===== src/rtl/spi_slave_i.sv =====
// rtl/spi_slave_i.sv - receive-only SPI responder (SYNC active-low, MSB first, sample on SCLK fall)
//
// Ports:
//   clk_i   in   system clock, all logic on rising edge
//   rst_i   in   synchronous active-high reset
//   sclk_i  in   SPI serial clock (asynchronous)
//   mosi_i  in   SPI serial data (asynchronous)
//   sync_i  in   frame select, active low (asynchronous)
//   data_o  out  last good DATA_WIDTH-bit word
//   valid_o out  one-cycle strobe, data_o updated this cycle
//   err_o   out  one-cycle strobe, frame bit count != DATA_WIDTH
//   busy_o  out  high while a frame is being received

module spi_slave_i #(
  parameter int DATA_WIDTH  = 8,
  parameter int SYNC_STAGES = 2
) (
  input  logic                  clk_i,
  input  logic                  rst_i,
  input  logic                  sclk_i,
  input  logic                  mosi_i,
  input  logic                  sync_i,
  output logic [DATA_WIDTH-1:0] data_o,
  output logic                  valid_o,
  output logic                  err_o,
  output logic                  busy_o
);

  localparam int CW = $clog2(DATA_WIDTH + 1) + 1;
  localparam logic [CW-1:0] CNT_FULL = CW'(DATA_WIDTH);
  localparam logic [CW-1:0] CNT_SAT  = CW'(DATA_WIDTH + 1);
  localparam int AW = $clog2(SYNC_STAGES + 1);
  localparam logic [AW-1:0] ARM_FILL = AW'(SYNC_STAGES);

  typedef enum logic [1:0] {
    ARM  = 2'd0,
    IDLE = 2'd1,
    RECV = 2'd2
  } state_t;

  // ---------------------------------------------------------------------------
  // Input synchronizers
  // ---------------------------------------------------------------------------
  logic [SYNC_STAGES-1:0] sclk_sr;
  logic [SYNC_STAGES-1:0] mosi_sr;
  logic [SYNC_STAGES-1:0] sync_sr;
  logic                   sclk_s;
  logic                   mosi_s;
  logic                   sync_s;

  always_ff @(posedge clk_i) begin
    if (rst_i) begin
      sclk_sr <= '0;
      mosi_sr <= '0;
      sync_sr <= '1;
    end else begin
      sclk_sr <= {sclk_sr[SYNC_STAGES-2:0], sclk_i};
      mosi_sr <= {mosi_sr[SYNC_STAGES-2:0], mosi_i};
      sync_sr <= {sync_sr[SYNC_STAGES-2:0], sync_i};
    end
  end

  assign sclk_s = sclk_sr[SYNC_STAGES-1];
  assign mosi_s = mosi_sr[SYNC_STAGES-1];
  assign sync_s = sync_sr[SYNC_STAGES-1];

  // ---------------------------------------------------------------------------
  // Edge detection. The edge flags and the sampled data bit are registered
  // together so the FSM sees each bit exactly in its fall_sclk cycle and the
  // strobe lands SYNC_STAGES+2 cycles after the input is first sampled.
  // ---------------------------------------------------------------------------
  logic prev_sclk;
  logic prev_sync;
  logic fall_sclk;
  logic fall_sync;
  logic rise_sync;
  logic fall_sclk_q;
  logic fall_sync_q;
  logic rise_sync_q;
  logic bit_q;

  assign fall_sclk = prev_sclk & ~sclk_s;
  assign fall_sync = prev_sync & ~sync_s;
  assign rise_sync = ~prev_sync & sync_s;

  always_ff @(posedge clk_i) begin
    if (rst_i) begin
      prev_sclk   <= 1'b0;
      prev_sync   <= 1'b1;
      fall_sclk_q <= 1'b0;
      fall_sync_q <= 1'b0;
      rise_sync_q <= 1'b0;
      bit_q       <= 1'b0;
    end else begin
      prev_sclk   <= sclk_s;
      prev_sync   <= sync_s;
      fall_sclk_q <= fall_sclk;
      fall_sync_q <= fall_sync;
      rise_sync_q <= rise_sync;
      bit_q       <= mosi_s;
    end
  end

  // ---------------------------------------------------------------------------
  // After reset the sync synchronizer still holds its reset value (1). ARM must
  // not trust sync_s until the chain has been refilled from the pin, otherwise
  // a frame already in progress would be mistaken for an idle bus.
  // ---------------------------------------------------------------------------
  logic [AW-1:0] arm_cnt;

  always_ff @(posedge clk_i) begin
    if (rst_i) begin
      arm_cnt <= '0;
    end else if (arm_cnt != ARM_FILL) begin
      arm_cnt <= arm_cnt + AW'(1);
    end
  end

  // ---------------------------------------------------------------------------
  // Frame FSM
  // ---------------------------------------------------------------------------
  state_t                state;
  state_t                state_n;
  logic [DATA_WIDTH-1:0] shift_reg;
  logic [DATA_WIDTH-1:0] shift_n;
  logic [CW-1:0]         bit_cnt;
  logic [CW-1:0]         cnt_n;
  logic [DATA_WIDTH-1:0] data_n;
  logic                  valid_n;
  logic                  err_n;

  always_ff @(posedge clk_i) begin
    if (rst_i) begin
      state     <= ARM;
      shift_reg <= '0;
      bit_cnt   <= '0;
      data_o    <= '0;
      valid_o   <= 1'b0;
      err_o     <= 1'b0;
      busy_o    <= 1'b0;
    end else begin
      state     <= state_n;
      shift_reg <= shift_n;
      bit_cnt   <= cnt_n;
      data_o    <= data_n;
      valid_o   <= valid_n;
      err_o     <= err_n;
      busy_o    <= (state_n == RECV);
    end
  end

  always_comb begin
    state_n = state;
    shift_n = shift_reg;
    cnt_n   = bit_cnt;
    data_n  = data_o;
    valid_n = 1'b0;
    err_n   = 1'b0;
    case (state)
      ARM: begin
        if ((arm_cnt == ARM_FILL) && sync_s) begin
          state_n = IDLE;
        end
      end
      IDLE: begin
        // An SCLK fall coinciding with the SYNC fall is not part of the frame.
        if (fall_sync_q) begin
          state_n = RECV;
          shift_n = '0;
          cnt_n   = '0;
        end
      end
      RECV: begin
        // End of frame wins over a simultaneous SCLK fall: judge on the count
        // accumulated before that edge.
        if (rise_sync_q) begin
          state_n = IDLE;
          if (bit_cnt == CNT_FULL) begin
            data_n  = shift_reg;
            valid_n = 1'b1;
          end else begin
            err_n = 1'b1;
          end
        end else if (fall_sclk_q) begin
          shift_n = {shift_reg[DATA_WIDTH-2:0], bit_q};
          if (bit_cnt != CNT_SAT) begin
            cnt_n = bit_cnt + CW'(1);
          end
        end
      end
      default: begin
        state_n = ARM;
      end
    endcase
  end

endmodule


===== config.mk =====
export PLATFORM = sky130hd
export DESIGN_NAME = spi_slave_i
export DESIGN_NICKNAME = d
export VERILOG_FILES = /design/src/rtl/spi_slave_i.sv
export SDC_FILE = /design/constraint.sdc
export NUM_CORES = 1
export LEC_CHECK = 0
export BUFFER_PORTS_ARGS = -buffer_cell sky130_fd_sc_hd__clkbuf_2
export CAP_MARGIN = 10
export CORE_MARGIN = 2
export CORE_UTILIZATION = 55
export CTS_CLUSTER_DIAMETER = 120
export CTS_CLUSTER_SIZE = 28
export DETAILED_ROUTE_END_ITERATION = 8
export GPL_TIMING_DRIVEN = 0
export PLACE_DENSITY_LB_ADDON = 0.2
export SLEW_MARGIN = 20
export SYNTH_ARGS = -nofsm -noshare
export SYNTH_HDL_FRONTEND = slang
export SYNTH_SLANG_ARGS = --single-unit

===== constraint.sdc =====
create_clock -name clk_i -period 1.8 [get_ports clk_i]
set_clock_uncertainty 0.1 [all_clocks]
set_input_delay 0 -clock clk_i [delete_from_list [all_inputs] [get_ports clk_i]]
set_output_delay 0 -clock clk_i [all_outputs]
set_load 0.01 [all_outputs]

==> Word-level counts from Yosys, hierarchy flattened <==
Cells that the tools add are included.
{ "op_classes": {"addsub": 2, "eq_ne": 11, "mux": 15, "bitwise_logic": 8, "n_reduce_logical": 7} }
{ "op_table": {"columns": ["op", "n"], "rows": [
  ["8-bit two-way mux", 3],
  ["5-bit two-way mux", 4],
  ["8-bit case mux with 2 select lines", 1],
  ["2-bit != test (second input constant)", 5],
  ["5-bit case mux with 2 select lines", 1],
  ["2-bit equality test (second input constant)", 3],
  ["2-bit two-way mux", 3],
  ["2-bit case mux with 3 select lines", 1],
  ["5-bit by 1-bit adder with 5-bit output (second input constant)", 1],
  ["5-bit by 4-bit equality test with 1-bit output (second input constant)", 1],
  ["5-bit by 4-bit != test with 1-bit output (second input constant)", 1],
  ["1-bit inverter", 5],
  ["5-bit AND reduction", 1],
  ["4-bit AND reduction", 1],
  ["1-bit AND", 3],
  ["3-bit AND reduction", 1],
  ["3-bit OR reduction", 1],
  ["2-bit by 1-bit adder with 2-bit output (second input constant)", 1],
  ["2-bit by 1-bit equality test with 1-bit output (second input constant)", 1],
  ["2-bit zero test", 1],
  ["1-bit two-way mux", 2],
  ["2-bit nonzero test", 1],
  ["1-bit logical AND", 1]
]} }
{ "totals": {"register_bits": 40, "input_bits": 5, "out_inout_bits": 11} }

==> Longest topological paths before layout <==
Gate-level depths: netlist (run 1).
{ "depth": {"depth_word": 5, "mapped_depth": 6, "ltp_nobuf": 5} }

==> Worst setup path after synthesis (run 1) <==
Ideal clock, no wire load.
{ "synth_timing": {"path_type": "reg2reg", "start": "register bit_cnt[1]", "end": "register bit_cnt[0]", "setup_ps": 75, "arrival_ps": 1171, "t_required_ps": 1625, "setup_slack_ps": 455, "path_stages_with_launch": 6, "period_less_slack_ps": 1345, "cell_sequence": "dfxtp_1 -> inv_1 -> ha_1 -> nor4bb_1 -> or3_1 -> o22ai_1"} }
{ "synth_via": {"elab_chain_len": 3} }
{ "synth_rtl": {"columns": ["element", "line", "source"], "rows": [
  ["start: declaration", "126", "logic [CW-1:0] bit_cnt;"],
  ["start signal: assignment", "144", "bit_cnt <= cnt_n;"],
  ["5-bit by 4-bit != test with 1-bit output", "186", "if (bit_cnt != CNT_SAT) begin"],
  ["2-bit != test (no line)", null, null],
  ["5-bit AND reduction (no line)", null, null]
]} }
Every way passes these cells.
A chain may end at the register's enable or synchronous reset.

==> Worst setup path in the final report (run 1) <==
{ "layout_timing": {"start": "register bit_cnt[0]", "end": "register data_o[3]"} }
{ "layout_via": {"elab_chain_len": 2} }
{ "layout_rtl": {"columns": ["element", "line", "source"], "rows": [
  ["5-bit by 4-bit equality test with 1-bit output", "178", "if (bit_cnt == CNT_FULL) begin"],
  ["3-bit AND reduction (no line)", null, null],
  ["end signal: assignment", "145", "data_o <= data_n;"],
  ["end: declaration", "23", "output logic [DATA_WIDTH-1:0] data_o,"]
]} }
Every way passes these cells.

==> flow_metrics.env, run 1 <==
export IMPL_drt_total_wl_um=2890
export IMPL_worst_pin_slew_ns=0.456
export IMPL_path_class="reg -> reg"
export IMPL_syn_area_um2=1560
export IMPL_cap_violations=0
export IMPL_grt_pass1_wl_um=5110
export IMPL_path_buf_inv=2
export IMPL_ioPinCount=16
export IMPL_portBuffers=15
export IMPL_timing_final_crit_share=0.886
export IMPL_critical_path_required_ns=1.99
export IMPL_die_area_um2=3280
export IMPL_antenna_cells=0
export IMPL_root_buffer="clkbuf_4"
export IMPL_clock_sinks=40
export IMPL_final_core_util=0.660
export IMPL_drive_above_1_share=0.168
export IMPL_final_net_count=198
export IMPL_r2r_start="bit_cnt[0]"
export IMPL_drtPass1Iterations=4
export IMPL_die_y_um=57.2
export IMPL_die_w_um=57.2
export IMPL_start_kind="flop"
export IMPL_rows=19
export IMPL_slowest_stage="dfxtp_1"
export IMPL_clk_insertion_delay_late_ns=0.35
export IMPL_crit_fanout=9
export IMPL_synth_cells=163
export IMPL_cts_tree="yes"
export IMPL_drt_met1_wl_um=1310
export IMPL_track_usage=0.201
export IMPL_area_growth_syn_to_layout_pct=15.8
export IMPL_wl_met3_um=137
export IMPL_syn_nets=172
export IMPL_r2r_slack_ns=0.21
export IMPL_vias_per_cell=5.75
export IMPL_timing_hold_violations_final=0
export IMPL_drc=0
export IMPL_critPathCaptureType="flop"
export IMPL_cts_buffers=5
export IMPL_ir_drop_v=0.000938
export IMPL_power_density_nw_per_um2=972
export IMPL_timing_rr_end="data_o[3]"
export IMPL_crit_chain="inv_1, ha_1, nand4bb_1, clkbuf_1, o21ai_0, a21oi_1"
export IMPL_gp_congestion=0.769
export IMPL_drt_initial_drc_count=38
export IMPL_finalCriticalPeriod_ns=1.59
export IMPL_slew_limit_headroom=0.696
export IMPL_arrival_ns=1.78
export IMPL_routedWlPerCell_um=13.1
export IMPL_postCtsSetupRepairBufs=0
export IMPL_grt_start_max_net_pins=14
export IMPL_power_w=0.00176
export IMPL_clockBufferDepth=2
export IMPL_ys_ff_latch=40
export IMPL_seq_area_frac_synth=0.514
export IMPL_reg2regPathDepth=6
export IMPL_hold_ws_ns=0.269
export IMPL_route_vias_total=1270
export IMPL_finalSetupTns_ns=0
export IMPL_ys_warn_count=0
export IMPL_ant_nets=0
export IMPL_p_leak_nw=0.680
export IMPL_setup_viol=0
export IMPL_grt_pass1_vias=1171
export IMPL_yosysUniqueCellTypes=32
export IMPL_top_layer="met4"
export IMPL_initial_utilization=0.570
export IMPL_dp_hpwl_um=2120
export IMPL_slew_violations=0
export IMPL_min_path_type="in -> reg"
export IMPL_grt_overflow_total=0
export IMPL_rsz0062_at_grt="no"
export IMPL_antenna_found_initial=0
export IMPL_crit_end="data_o[3]"
export IMPL_status="completed"
export IMPL_clkTransAtPathRegs_ns=0.12
export IMPL_critical_path_top_delay_family="flip-flops"
export IMPL_htreeDepth=2
export IMPL_fmax_mhz=627
export IMPL_synth_avg_cell_area_um2=9.56
export IMPL_critical_path_max_stage_delay_ns=0.44
export IMPL_coreArea_um2=2730
export IMPL_path_depth=6
export IMPL_met2_wirelength_um=1400
export IMPL_setup_worst_path_start="bit_cnt[0]"
[per-layer routing]
layer | up-vias | track usage
li1 | 642 | -
met1 | 583 | 0.241
met2 | 37 | 0.335
met3 | 8 | 0.0612
met4 | 0 | 0.0831
met5 | - | 0
[how the worst min path moves through the flow]
stage          startpoint          to  slack (ns)  depth (start not counted)
6_report           sync_i  sync_sr[0]        0.27                          3
5_1_grt            sync_i  sync_sr[0]        0.28                          3
4_1_cts            sync_i  sync_sr[0]        0.25                          3
3_5_place_dp       sync_i  sync_sr[0]        0.09                          2
3_3_place_gp       sync_i  sync_sr[0]        0.09                          2
2_1_floorplan      sync_i  sync_sr[0]       0.004                          1
[logic make-up (layout without fill, tap and decap cells)]
logic type,count (synthesis),after routing,share of synthesized area
fa+ha+maj,4,4,0.0321
xor+xnor,1,1,0.00562
buf+inv,20,47,0.0578
compound gates,39,39,0.147
simple gates,59,59,0.244
flops,40,40,0.514
[worst register-to-register path, stage by stage (launching register included)]
cell and delay (ns):
dfxtp_1 0.44, inv_1 0.09, ha_1 0.22, nand4bb_1 0.09, clkbuf_1 0.28, o21ai_0 0.15
a21oi_1 0.17
[cells in the mapped netlist, drive strengths merged]
cell type  count  area [um2]
dfxtp         40         801
a21oi         20         100
nand3         17        85.1
buf            8        45.0
nand4b         8        70.1
o21ai          8        40.0
inv            7        26.3
nor2b          7        43.8
clkbuf         5        18.8
ha             4        50.1
nor2           4        15.0
nand2          3        11.3
nand2b         3        18.8
nand3b         3        22.5
or2            3        18.8
a22oi          2        15.0
a311oi         2        17.5
a41oi          2        17.5
nand4bb        2        22.5
nor3           2        10.0
nor3b          2        15.0
nor4bb         2        20.0
o32ai          2        17.5
a21o           1        7.51
and3b          1        8.76
and4bb         1        12.5
o22ai          1        6.26
o31ai          1        7.51
or3            1        6.26
xor2           1        8.76
[where the power goes]
part / internal, W / switching (W) / leakage, nW / total [W]
combinational: 0.0000937 / 0.0000854 / 0.307 / 0.000179
clock: 0.000333 / 0.000294 / 0.0484 / 0.000627
sequential: 0.000924 / 0.0000255 / 0.325 / 0.000950
[area by class of cell]
class | instances | area [um2]
Buffer | 13 | 66.3
Clock buffer | 6 | 51.3
Clock inverter | 2 | 38.8
Fill cell | 231 | 928
Inverter | 7 | 26.3
Multi-Input combinational cell | 103 | 668
Sequential cell | 40 | 801
Tap cell | 31 | 38.8
Timing Repair Buffer | 19 | 115
[layout by cell type, fill, tap and decap left out, types with 3 or more instances in the layout]
cell type | Yosys | layout
inv_1 | 7 | 7
nor2b_1 | 7 | 7
nand2_1 | 3 | 3
clkbuf_2 | 0 | 15
nand3b_1 | 3 | 3
dlygate4sd3_1 | 0 | 4
clkbuf_4 | 0 | 5
dfxtp_1 | 40 | 40
nor2_1 | 4 | 4
ha_1 | 4 | 4
clkbuf_1 | 5 | 5
o21ai_0 | 8 | 8
or2_2 | 3 | 3
a21oi_1 | 20 | 20
buf_4 | 3 | 4
nand3_1 | 17 | 17
nand4b_1 | 8 | 8
nand2b_1 | 3 | 3
[repair_timing]
| action | in CTS | in global routing |
|---|---|---|
| gates resized for setup | 0 | 1 |
| hold endpoints to repair | 6 | 0 |
| setup endpoints to repair | 0 | 2 |
| hold buffers | 4 | 0 |
[stage by stage]
step	setup slack, ns	area (um2)	cells
after floorplan	0.455	1560	163
after global placement	0.316	1670	209
after detailed placement	0.230	1670	209
after CTS	0.202	1800	221
after global routing	0.0400	1810	221
final	0.205	1810	221
No activity file was read; power rests on OpenSTA's default activity.
==> inputs of run 2 (changes only) <==
==> constraint.sdc (replaced) <==
create_clock -name clk_i -period 1.7 [get_ports clk_i]
set_clock_uncertainty 0.1 [all_clocks]
set_input_delay 0 -clock clk_i [delete_from_list [all_inputs] [get_ports clk_i]]
set_output_delay 0 -clock clk_i [all_outputs]
set_load 0.01 [all_outputs]
==> flow_metrics.env, run 2 (synthesis results as in run 1) <==
export IMPL_clockBufferDepth=2
export IMPL_postCtsSetupRepairBufs=0
export IMPL_routedWlPerCell_um=13.4
export IMPL_rows=19
export IMPL_finalSetupTns_ns=0
export IMPL_final_net_count=197
export IMPL_ant_nets=0
export IMPL_dp_hpwl_um=2120
export IMPL_slew_limit_headroom=0.697
export IMPL_crit_fanout=9
export IMPL_start_kind="flop"
export IMPL_grt_pass1_vias=1171
export IMPL_track_usage=0.201
export IMPL_finalCriticalPeriod_ns=1.55
export IMPL_cap_violations=0
export IMPL_critical_path_required_ns=1.84
export IMPL_slew_violations=0
export IMPL_setup_viol=0
export IMPL_final_cell_mix="dfxtp_1, a21oi_1, nand3_1, clkbuf_2"
export IMPL_arrival_ns=1.69
export IMPL_setup_ws_ns=0.152
export IMPL_portBuffers=15
export IMPL_path_class="reg -> reg"
export IMPL_die_area_um2=3280
export IMPL_antenna_cells=0
export IMPL_setup_worst_path_start="bit_cnt[1]"
export IMPL_status="completed"
export IMPL_grt_overflow_total=0
export IMPL_gp_congestion=0.769
export IMPL_r2r_start="bit_cnt[1]"
export IMPL_multiInputGateArea_um2=689
export IMPL_regArea_um2=801
export IMPL_n_fill_cell=223
export IMPL_drt_total_wl_um=2960
export IMPL_htreeDepth=2
export IMPL_power_density_nw_per_um2=1020
export IMPL_ioPinCount=16
export IMPL_rsz0062_at_grt="no"
export IMPL_place_ws_ns=0.130
export IMPL_drtPass1Iterations=4
export IMPL_grt_pass1_wl_um=5110
export IMPL_area_growth_syn_to_layout_pct=16.9
export IMPL_hp_start="sync_i"
export IMPL_clk_insertion_delay_late_ns=0.35
export IMPL_min_path_type="in -> reg"
export IMPL_p_leak_nw=0.682
export IMPL_root_buffer="clkbuf_4"
export IMPL_antenna_found_initial=0
export IMPL_grt_start_max_net_pins=14
export IMPL_ir_drop_v=0.000999
export IMPL_die_w_um=57.2
export IMPL_drive_above_1_share=0.180
export IMPL_coreArea_um2=2730
export IMPL_initial_utilization=0.570
export IMPL_timing_hold_violations_final=0
export IMPL_worst_pin_slew_ns=0.454
export IMPL_route_vias_total=1272
export IMPL_fmax_mhz=646
export IMPL_die_y_um=57.2
export IMPL_timing_final_crit_share=0.911
export IMPL_final_common_cell="dfxtp_1"
export IMPL_vias_per_cell=5.78
export IMPL_drt_initial_drc_count=48
export IMPL_critPathCaptureType="flop"
export IMPL_clock_sinks=40
export IMPL_hold_ws_ns=0.272
export IMPL_cts_buffers=5
export IMPL_clkTransAtPathRegs_ns=0.12
export IMPL_drc=0
export IMPL_cts_tree="yes"
-- run 2: cell types whose count changed in the layout (fill, tap and decap cells not counted) --
cell / before / now
clkbuf_1: 5 / 4
nor4bb_1: 2 / 0
nor4bb_2: 0 / 1
nor4bb_4: 0 / 1
-- run 2: through the flow --
stage / area, um2 / util / total power (W) / instances
after global placement: 1670 / 0.612 / 0.00120 / 209
after global routing: 1820 / 0.667 / 0.00195 / 220
final: 1820 / 0.667 / 0.00186 / 220
after detailed placement: 1670 / 0.612 / 0.00121 / 209
after floorplan: 1560 / - / 0.00117 / 163
after CTS: 1800 / 0.659 / 0.00188 / 221
-- run 2: layer usage --
| layer | up-vias | track usage | wire length (um) |
|---|---|---|---|
| met5 | - | 0 | 0 |
| met4 | 0 | 0.0831 | 42 |
| met3 | 6 | 0.0612 | 124 |
| met2 | 31 | 0.335 | 1440 |
| met1 | 597 | 0.241 | 1350 |
| li1 | 638 | - | - |
-- run 2: path summary, 6_finish.rpt --
| kind | cells past startpoint | end | slack (ns) |
|---|---|---|---|
| min reg2reg | 1 | fall_sclk_q | 0.31 |
| max reg2reg | 5 | data_o[7] | 0.15 |
| min | 3 | sync_sr[0] | 0.27 |
| max | 5 | data_o[7] | 0.15 |
-- run 2: cell type report --
class | instances | area share
tap | 31 | 0.0213
clock inverter | 2 | 0.0213
multi-input combinational | 103 | 0.378
clock buffer | 6 | 0.0281
sequential | 40 | 0.439
timing repair buffer | 19 | 0.0631
inverter | 7 | 0.0144
buffer | 12 | 0.0343
-- run 2: worst max-delay path: stages, from the launching register on --
cell	delay, ns
dfxtp_1	0.34
inv_1	0.13
ha_1	0.19
nand4bb_1	0.29
o21ai_0	0.30
a21oi_1	0.09
-- run 2: timing repair --
| action | in CTS | in global routing |
|---|---|---|
| resized for setup | 0 | 4 |
| hold buffers | 4 | 0 |
| setup endpoints to repair | 0 | 9 |
| endpoints found under the hold margin | 6 | 0 |
-- run 2: power by group --
group | internal, W | switching (W)
Sequential | 0.000978 | 0.0000275
Combinational | 0.0000992 | 0.0000910
Clock | 0.000352 | 0.000311
==> inputs of run 3 (changes only) <==
--- a/config.mk
+++ b/config.mk
@@ -8,7 +8,7 @@
 export BUFFER_PORTS_ARGS = -buffer_cell sky130_fd_sc_hd__clkbuf_2
 export CAP_MARGIN = 10
 export CORE_MARGIN = 2
-export CORE_UTILIZATION = 55
+export CORE_UTILIZATION = 35
 export CTS_CLUSTER_DIAMETER = 120
 export CTS_CLUSTER_SIZE = 28
 export DETAILED_ROUTE_END_ITERATION = 8
==> flow_metrics.env, run 3 (synthesis results as in run 1) <==
export IMPL_cts_tree="yes"
export IMPL_drt_total_wl_um=3000
export IMPL_setup_viol=0
export IMPL_timing_hold_violations_final=0
export IMPL_clockBufferDepth=2
export IMPL_gp_congestion=0.749
export IMPL_cap_violations=0
export IMPL_grt_start_max_net_pins=13
export IMPL_slew_limit_headroom=0.699
export IMPL_postCtsSetupRepairBufs=0
export IMPL_route_vias_total=1258
export IMPL_die_w_um=70.7
export IMPL_finalSetupTns_ns=0
export IMPL_routedWlPerCell_um=12.4
export IMPL_drc=0
export IMPL_power_density_nw_per_um2=995
export IMPL_portBuffers=15
export IMPL_ioPinCount=16
export IMPL_fmax_mhz=635
export IMPL_final_common_cell="dfxtp_1"
export IMPL_antenna_cells=0
export IMPL_slowest_stage="dfxtp_1"
export IMPL_drive_above_1_share=0.180
export IMPL_area_growth_syn_to_layout_pct=18.1
export IMPL_cts_buffers=5
export IMPL_drtPass1Iterations=4
export IMPL_clk_insertion_delay_late_ns=0.29
export IMPL_hold_ws_ns=0.309
export IMPL_r2r_slack_ns=0.13
export IMPL_coreArea_um2=4320
export IMPL_die_area_um2=5000
export IMPL_drt_initial_drc_count=78
export IMPL_initial_utilization=0.361
export IMPL_critPathCaptureType="flop"
export IMPL_start_kind="flop"
export IMPL_combPwrFrac=0.101
export IMPL_ant_nets=0
export IMPL_antenna_found_initial=0
export IMPL_final_cell_mix="dfxtp_1, a21oi_1, nand3_1, clkbuf_2"
export IMPL_finalCriticalPeriod_ns=1.57
export IMPL_crit_end="bit_cnt[1]"
export IMPL_status="completed"
export IMPL_path_class="reg -> reg"
export IMPL_timing_rr_end="bit_cnt[1]"
export IMPL_crit_chain="ha_1, nor4bb_1, a22oi_1, o32ai_1"
export IMPL_track_usage=0.129
export IMPL_critical_path_max_stage_delay_ns=0.43
export IMPL_clkTransAtPathRegs_ns=0.07
export IMPL_r2r_start="bit_cnt[0]"
export IMPL_worst_pin_slew_ns=0.452
export IMPL_grt_pass1_vias=1154
export IMPL_p_switching_w=0.000432
export IMPL_crit_fanout=6
export IMPL_dp_hpwl_um=2130
export IMPL_root_buffer="clkbuf_8"
export IMPL_setup_worst_path_start="bit_cnt[0]"
export IMPL_grt_overflow_total=0
export IMPL_clock_sinks=40
export IMPL_min_path_type="reg -> reg"
export IMPL_rsz0062_at_grt="no"
export IMPL_p_sw_frac=0.236
export IMPL_p_int_w=0.00140
export IMPL_ir_drop_v=0.000402
export IMPL_power_frac_seq=0.549
export IMPL_vias_per_cell=5.22
export IMPL_grt_pass1_wl_um=5100
export IMPL_arrival_ns=1.67
export IMPL_die_y_um=70.7
export IMPL_final_net_count=197
export IMPL_reg2regPathDepth=4
export IMPL_clkPwrFrac=0.350
export IMPL_slew_violations=0
export IMPL_rows=24
export IMPL_htreeDepth=2
export IMPL_timing_final_crit_share=0.926
export IMPL_critical_path_required_ns=1.80
export IMPL_p_leak_nw=0.683
## run 3: critical path: cells and delay by family, from the launching register on
family                   cells  cell delay, ns
AO/OA/AOI/OAI                2            0.40
flip-flops                   1            0.43
adder cells (fa/ha/maj)      1            0.18
AND/OR/NAND/NOR              1            0.37
## run 3: metal layers
layer	part of all wire	track usage	wire length [um]	vias to the layer above
li1	-	-	-	637
met1	0.46	0.155	1390	579
met5	0	0	0	-
met3	0.048	0.0399	144	8
met2	0.47	0.213	1400	34
met4	0.022	0.0566	65	0
## run 3: cell type report
type / count / area, um2
buffer: 12 / 62.6
clock buffer: 6 / 82.6
clock inverter: 2 / 10.0
fill: 425 / 2480
inverter: 7 / 26.3
multi-input combinational: 103 / 679
sequential: 40 / 801
tap: 52 / 65.1
timing repair buffer: 19 / 115
## run 3: power by group through the flow
stage,logic [W],registers [W],clock network [W]
4_1_cts,0.000190,0.00101,0.000655
3_5_place_dp,0.000183,0.00103,0
2_1_floorplan,0.000149,0.00102,0
6_report,0.000186,0.00101,0.000641
5_1_grt,0.000222,0.00101,0.000693
3_3_place_gp,0.000174,0.00102,0
## run 3: per-stage QoR
stage | cell area, um2 | util | worst slack (ns) | instances | power [W]
after detailed placement | 1700 | 0.393 | 0.0986 | 230 | 0.00121
after global routing | 1840 | 0.426 | 0.00789 | 241 | 0.00193
after CTS | 1830 | 0.424 | 0.0824 | 242 | 0.00185
after floorplan | 1560 | - | 0.355 | 163 | 0.00117
final | 1840 | 0.426 | 0.126 | 241 | 0.00183
after global placement | 1700 | 0.393 | 0.180 | 230 | 0.00120
## run 3: worst min path at each step
stage / start / end / slack [ns] / cells after the start
after detailed placement: sync_i / sync_sr[0] / 0.08 / 2
after global routing: sclk_sr[1] / fall_sclk_q / 0.32 / 1
after floorplan: sync_i / sync_sr[0] / 0.004 / 1
after global placement: sync_i / sync_sr[0] / 0.09 / 2
after CTS: sclk_sr[1] / fall_sclk_q / 0.31 / 1
final: sclk_sr[1] / fall_sclk_q / 0.31 / 1
## run 3: timing repair
action                                  in CTS  in global routing
endpoints found under the hold margin        5                  0
hold buffers                                 4                  0
endpoints found under the setup margin       0                  8
gates resized for setup                      0                  3
